### src/rtl/lod_operand_stage.sv
// ---------------------------------------------------------------------------
// lod_operand_stage
//
// Operand-preparation stage feeding the 16-bit carry-select subtractor of the
// ImprLM datapath. For each of two operands (A, B) it finds the leading-one
// index k and the one-hot power p = 2^k. It then hands the operand value together
// with p to the subtractor, which forms the residue a - p.
//
// Pipeline: two register stages (S1 = raw operands, S2 = LOD results).
// Latency is 2 cycles and throughput is 1 transaction per cycle. Flow control is
// a valid/ready handshake with full backpressure.
//
// Ports:
//   clk        rising-edge clock
//   rst_n      asynchronous active-low reset
//   in_valid   input transaction valid
//   in_ready   stage can accept an input this cycle
//   in_a/in_b  operands A and B
//   out_valid  output transaction valid
//   out_ready  downstream accepts the output
//   out_a      registered copy of A (minuend)
//   out_pa     2^kA one-hot (subtrahend), 0 when A == 0
//   out_ka     leading-one index of A (0 when A == 0)
//   out_za     A == 0
//   out_b, out_pb, out_kb, out_zb   same set for operand B
// ---------------------------------------------------------------------------
module lod_operand_stage #(
    parameter int WIDTH = 16,
    parameter int KW    = 4
) (
    input  logic             clk,
    input  logic             rst_n,
    input  logic             in_valid,
    output logic             in_ready,
    input  logic [WIDTH-1:0] in_a,
    input  logic [WIDTH-1:0] in_b,
    output logic             out_valid,
    input  logic             out_ready,
    output logic [WIDTH-1:0] out_a,
    output logic [WIDTH-1:0] out_pa,
    output logic [KW-1:0]    out_ka,
    output logic             out_za,
    output logic [WIDTH-1:0] out_b,
    output logic [WIDTH-1:0] out_pb,
    output logic [KW-1:0]    out_kb,
    output logic             out_zb
);

    // Index of the highest set bit. The scan runs upward, so the last hit wins.
    // A zero operand falls through to index 0.
    function automatic logic [KW-1:0] lod_index(input logic [WIDTH-1:0] v);
        logic [KW-1:0] k;
        k = '0;
        for (int i = 0; i < WIDTH; i++) begin
            if (v[i]) begin
                k = KW'(i);
            end
        end
        return k;
    endfunction

    localparam logic [WIDTH-1:0] ONE = WIDTH'(1);

    logic             s1_valid;
    logic [WIDTH-1:0] s1_a;
    logic [WIDTH-1:0] s1_b;

    logic             s2_valid;
    logic [WIDTH-1:0] s2_a;
    logic [WIDTH-1:0] s2_pa;
    logic [KW-1:0]    s2_ka;
    logic             s2_za;
    logic [WIDTH-1:0] s2_b;
    logic [WIDTH-1:0] s2_pb;
    logic [KW-1:0]    s2_kb;
    logic             s2_zb;

    logic             s1_en;
    logic             s2_en;
    logic             in_hs;

    logic [KW-1:0]    lod_ka;
    logic [KW-1:0]    lod_kb;
    logic             lod_za;
    logic             lod_zb;
    logic [WIDTH-1:0] lod_pa;
    logic [WIDTH-1:0] lod_pb;

    // A stage advances when it is empty or when the stage after it is moving.
    // As a result, in_ready drops only when both stages hold data and the
    // output is stalled.
    always_comb begin
        s2_en    = !s2_valid || out_ready;
        s1_en    = !s1_valid || s2_en;
        in_ready = s1_en;
        in_hs    = in_valid && s1_en;
    end

    // Leading-one detection on the S1 operands. A zero operand is forced to
    // p = 0. The subtractor then sees a - p = 0 and never a negative residue.
    always_comb begin
        lod_ka = lod_index(s1_a);
        lod_kb = lod_index(s1_b);
        lod_za = (s1_a == '0);
        lod_zb = (s1_b == '0);
        lod_pa = lod_za ? '0 : (ONE << lod_ka);
        lod_pb = lod_zb ? '0 : (ONE << lod_kb);
    end

    // Stage 1 holds the raw operands. Data loads only on a real handshake.
    // When S1 advances without a new input it becomes a bubble.
    always_ff @(posedge clk or negedge rst_n) begin
        if (!rst_n) begin
            s1_valid <= 1'b0;
            s1_a     <= '0;
            s1_b     <= '0;
        end else if (s1_en) begin
            s1_valid <= in_hs;
            if (in_hs) begin
                s1_a <= in_a;
                s1_b <= in_b;
            end
        end
    end

    // Stage 2 holds the LOD results and drives the outputs directly. It keeps
    // its contents whenever the downstream stalls a valid result.
    always_ff @(posedge clk or negedge rst_n) begin
        if (!rst_n) begin
            s2_valid <= 1'b0;
            s2_a     <= '0;
            s2_pa    <= '0;
            s2_ka    <= '0;
            s2_za    <= 1'b0;
            s2_b     <= '0;
            s2_pb    <= '0;
            s2_kb    <= '0;
            s2_zb    <= 1'b0;
        end else if (s2_en) begin
            s2_valid <= s1_valid;
            if (s1_valid) begin
                s2_a  <= s1_a;
                s2_pa <= lod_pa;
                s2_ka <= lod_ka;
                s2_za <= lod_za;
                s2_b  <= s1_b;
                s2_pb <= lod_pb;
                s2_kb <= lod_kb;
                s2_zb <= lod_zb;
            end
        end
    end

    assign out_valid = s2_valid;
    assign out_a     = s2_a;
    assign out_pa    = s2_pa;
    assign out_ka    = s2_ka;
    assign out_za    = s2_za;
    assign out_b     = s2_b;
    assign out_pb    = s2_pb;
    assign out_kb    = s2_kb;
    assign out_zb    = s2_zb;

endmodule
### config.mk
export PLATFORM = sky130hd
export DESIGN_NAME = lod_operand_stage
export DESIGN_NICKNAME = d
export VERILOG_FILES = /design/src/rtl/lod_operand_stage.sv
export SDC_FILE = /design/constraint.sdc
export NUM_CORES = 1
export LEC_CHECK = 0
export BUFFER_PORTS_ARGS = -buffer_cell sky130_fd_sc_hd__buf_2
export CELL_PAD_IN_SITES_DETAIL_PLACEMENT = 1
export CELL_PAD_IN_SITES_GLOBAL_PLACEMENT = 1
export CORE_ASPECT_RATIO = 1.1
export CORE_MARGIN = 4
export CORE_UTILIZATION = 44
export CTS_CLUSTER_DIAMETER = 30
export DETAILED_ROUTE_END_ITERATION = 8
export GPL_TIMING_DRIVEN = 1
export PLACE_DENSITY = 0.88
export SKIP_CTS_REPAIR_TIMING = 1
export SLEW_MARGIN = 25
export SYNTH_ARGS = -nofsm -noshare
export SYNTH_HDL_FRONTEND = slang
export SYNTH_SLANG_ARGS = --single-unit
### constraint.sdc
create_clock -name clk -period 5.34 [get_ports clk]
set_input_delay 1.335 -clock clk [delete_from_list [all_inputs] [get_ports clk]]
set_output_delay 1.335 -clock clk [all_outputs]
set_load 0.03 [all_outputs]
==> flow_summary_export.csv <==
group,metric,value,unit
timing,tns,0,ns
setup_path,crit_type,"in2out",
pwr,peakVddDrop,0.0001843,V
route,dr.pass1.iters,4,
global_route,antenna_found_initial,0,
pwr,p_sw,0.0007085,W
synthesis,yosys_most_used_dff,"dfrtp_1",
global_route,grt_first_pass_wirelength,19010,um
finish,num-fill-cells,1127,
pwr,sequentialPowerShare,51.2,%
synthesis,yosys_warnings,0,
clocking,cts-htree-levels,3,
finish,areaGrowthSynthToFinish,19.08,%
die,die_area,11720,um2
route,dr.first_iter.drc_count,142,
clocking,cts_tree,"built",
pwr,swShare,35.34,%
clocking,cts_made_buffers,9,
die,num_rows,38,
global_route,grt_pass1_vias,3668,
placed_design,dpl.hpwl,8679,um
synthesis,netlist_instances,404,
setup_path,crit_fanout,3,
timing,slew_headroom,38.43,%
placed_design,io_buffers,111,
route,viasPerCell,5.429,
timing,period_needed,3.157,ns
status,outcome,"finished clean",
die,ioPinCount,112,
clocking,clock-sinks,108,
timing,fin_worst_skew,0.008521,ns
synthesis,syn_area_per_cell,10.94,um2
timing,hold_viol_final,0,
synthesis,ys_ff_latch,108,
setup_path,cpMostUsedCell,"buf_2",
route,wire_per_inst,18.33,um
route,drc_errors,0,
global_route,grt_max_degree,72,
setup_path,critPathMaxStageDelay,0.20,ns
global_route,grt_overflow,0,
die,die_h,113.1,um
placed_design,gp_congestion,0.7915,
setup_path,cp-start-kind,"input pin",
worst_hold_path,hold_path_class,"reg2reg",
setup_path,end_kind,"output pin",
synthesis,synth_area,4420,um2
setup_path,crit_required,4.01,ns
timing,rsz0062_at_grt,"false",
run,drv_cap,0,
setup_path,crit_path_top_delay_cell,"buf_2",
die,initial_core_util,44.91,%
synthesis,synth_nets,440,
finish,layout-drive-gt1-share,32.75,%
timing,drv_slew,0,
synthesis,yosysSeqAreaShare,61.14,%
route,vias,3453,
timing,max_freq,0.3168,GHz
finish,antennaDiodeCount,0,
timing,tightest_slew,0.9108,ns
clocking,path_clk_slew,0.10,ns
clocking,clock_path_buffers,2,
synthesis,synth-async-reset-ratio,100.0,%
global_route,grt_usage,20.31,%
finish,nets,547,
timing,fin_crit_sh,59.11,%
route,ant_nets,0,
die,core_area,9842,um2
pwr,pwr_density_cell,380.9,nW/um2
route,routed_wl,11660,um
setup_path,critPathArrivalTime,1.82,ns
pwr,p_comb_share,25.3,%
pwr,intPower,0.001297,W
synthesis,synth_edf_count,0,
clocking,clock_latency,0.36,ns
clocking,cts_root_buf,"clkbuf_8",
setup_path,path_cells,"buf_2 > nand3b_1 > buf_2",
timing,setup-violations-final,0,
pwr,power,0.002005,W
pwr,leakagePower,2.635,nW
die,die-width,103.6,um
synthesis,ys_types,43,
pwr,clkPwrFrac,23.4,%
==> power groups by stage <==
stage          clock (W)  combinational (W)  sequential, W
2_1_floorplan          0           0.000197        0.00117
3_3_place_gp           0           0.000493        0.00103
4_1_cts         0.000480           0.000516        0.00103
5_1_grt         0.000518           0.000551        0.00105
6_report        0.000470           0.000508        0.00103
3_5_place_dp           0           0.000514        0.00104
==> cell families (layout without fill, tap and decap cells) <==
| family | count (synthesis) | after routing | synth area share, % |
|---|---|---|---|
| AOI/OAI and AO/OA | 61 | 61 | 10.70 |
| buffers and inverters | 25 | 137 | 2.293 |
| DFF | 108 | 108 | 61.14 |
| muxes | 34 | 34 | 8.661 |
| and+or+nand+nor | 176 | 176 | 17.21 |
==> layout make-up <==
class	instances	area [um2]	area share (%)
clock buffer	15	176.4	3.352
clock inverter	1	5.005	0.09508
tap	120	150.1	2.852
timing repair buffer	115	588.1	11.17
inverter	6	22.52	0.4279
multi-input combinational	271	1619	30.76
sequential	108	2703	51.34
==> worst paths after layout <==
| path | from | endpoint | slack (ns) | depth (start not counted) |
|---|---|---|---|---|
| worst max register to register | s1_b[11]$_DFFE_PN0P_ | out_pb[10]$_DFFE_PN0P_ | 3.14 | 4 |
| max in group asynchronous | rst_n | out_pb[1]$_DFFE_PN0P_ | 3.21 | 2 |
| worst max-delay path | out_ready | in_ready | 2.18 | 3 |
| min in group asynchronous | rst_n | out_pa[13]$_DFFE_PN0P_ | 1.09 | 1 |
| worst min register to register | out_pa[13]$_DFFE_PN0P_ | out_pa[13]$_DFFE_PN0P_ | 0.48 | 2 |
| worst min-delay path | out_pa[13]$_DFFE_PN0P_ | out_pa[13]$_DFFE_PN0P_ | 0.48 | 2 |
==> through the flow <==
stage	worst slack [ns]	util [%]	instances	cell area (um2)	hold WS (ns)
2_1_floorplan	2.318	-	404	4420	0.4566
4_1_cts	2.190	53.48	636	5264	0.4883
3_5_place_dp	2.193	51.64	620	5082	0.4649
5_1_grt	2.121	53.48	636	5264	0.5191
6_report	2.183	53.48	636	5264	0.4814
3_3_place_gp	2.203	51.64	620	5082	0.4492
==> registers in the layout (all words and copies together) (netlist names) <==
signal and cells:
out_b 16, out_kb 4, out_ka 4, out_za 1
out_pb 16, out_zb 1, s1_valid 1, out_valid 1
s1_b 16, s1_a 16, out_pa 16, out_a 16
==> worst max-delay path: cells and delay by family <==
| kind | cells | cell delay, ns |
|---|---|---|
| buffers and inverters | 2 | 0.30 |
| AND/OR/NAND/NOR | 1 | 0.18 |
==> cells in the final DEF, fill, tap and decap left out, drive strengths merged <==
cell / synthesis / final
or3: 2 / 2
a221oi: 1 / 1
mux2: 34 / 34
nand2b: 5 / 5
nor4: 8 / 8
o22a: 2 / 2
or2: 3 / 3
nand4: 1 / 1
a32o: 7 / 7
dfrtp: 108 / 108
a22o: 13 / 13
and2: 3 / 3
buf: 7 / 115
a31o: 2 / 2
clkinv: 0 / 1
nor2: 30 / 30
o41ai: 1 / 1
clkbuf: 12 / 15
nor3: 4 / 4
a21oi: 1 / 1
nor4b: 1 / 1
or4: 1 / 1
o31ai: 7 / 7
o221ai: 1 / 1
nand2: 111 / 111
a21boi: 1 / 1
o311a: 2 / 2
o21ai: 13 / 13
a221o: 2 / 2
inv: 6 / 6
o22ai: 1 / 1
nand3: 3 / 3
a31oi: 3 / 3
o21bai: 1 / 1
nand3b: 1 / 1
nor2b: 3 / 3
a311o: 1 / 1
o21a: 2 / 2
==> synthesized netlist by cell type, drive strengths merged (4+ instances only) <==
| library cell | count | area share (%) |
|---|---|---|
| nor4 | 8 | 1.1 |
| nor3 | 4 | 0.71 |
| o21ai | 13 | 1.5 |
| dfrtp | 108 | 61 |
| a22o | 13 | 2.6 |
| buf | 7 | 0.76 |
| a32o | 7 | 1.6 |
| nand2b | 5 | 0.71 |
| nor2 | 30 | 2.5 |
| inv | 6 | 0.51 |
| clkbuf | 12 | 1.0 |
| o31ai | 7 | 1.2 |
| mux2 | 34 | 8.7 |
| nand2 | 111 | 9.5 |
==> layer usage <==
| layer | GRT usage (%) | part of all wire (%) | vias up |
|---|---|---|---|
| li1 | - | - | 1604 |
| met1 | 27.19 | 45 | 1739 |
| met2 | 33.68 | 49 | 91 |
| met3 | 3.309 | 4.0 | 19 |
| met4 | 7.624 | 2.2 | 0 |
| met5 | 0 | 0 | - |
No activity file was read; power rests on OpenSTA's default activity.
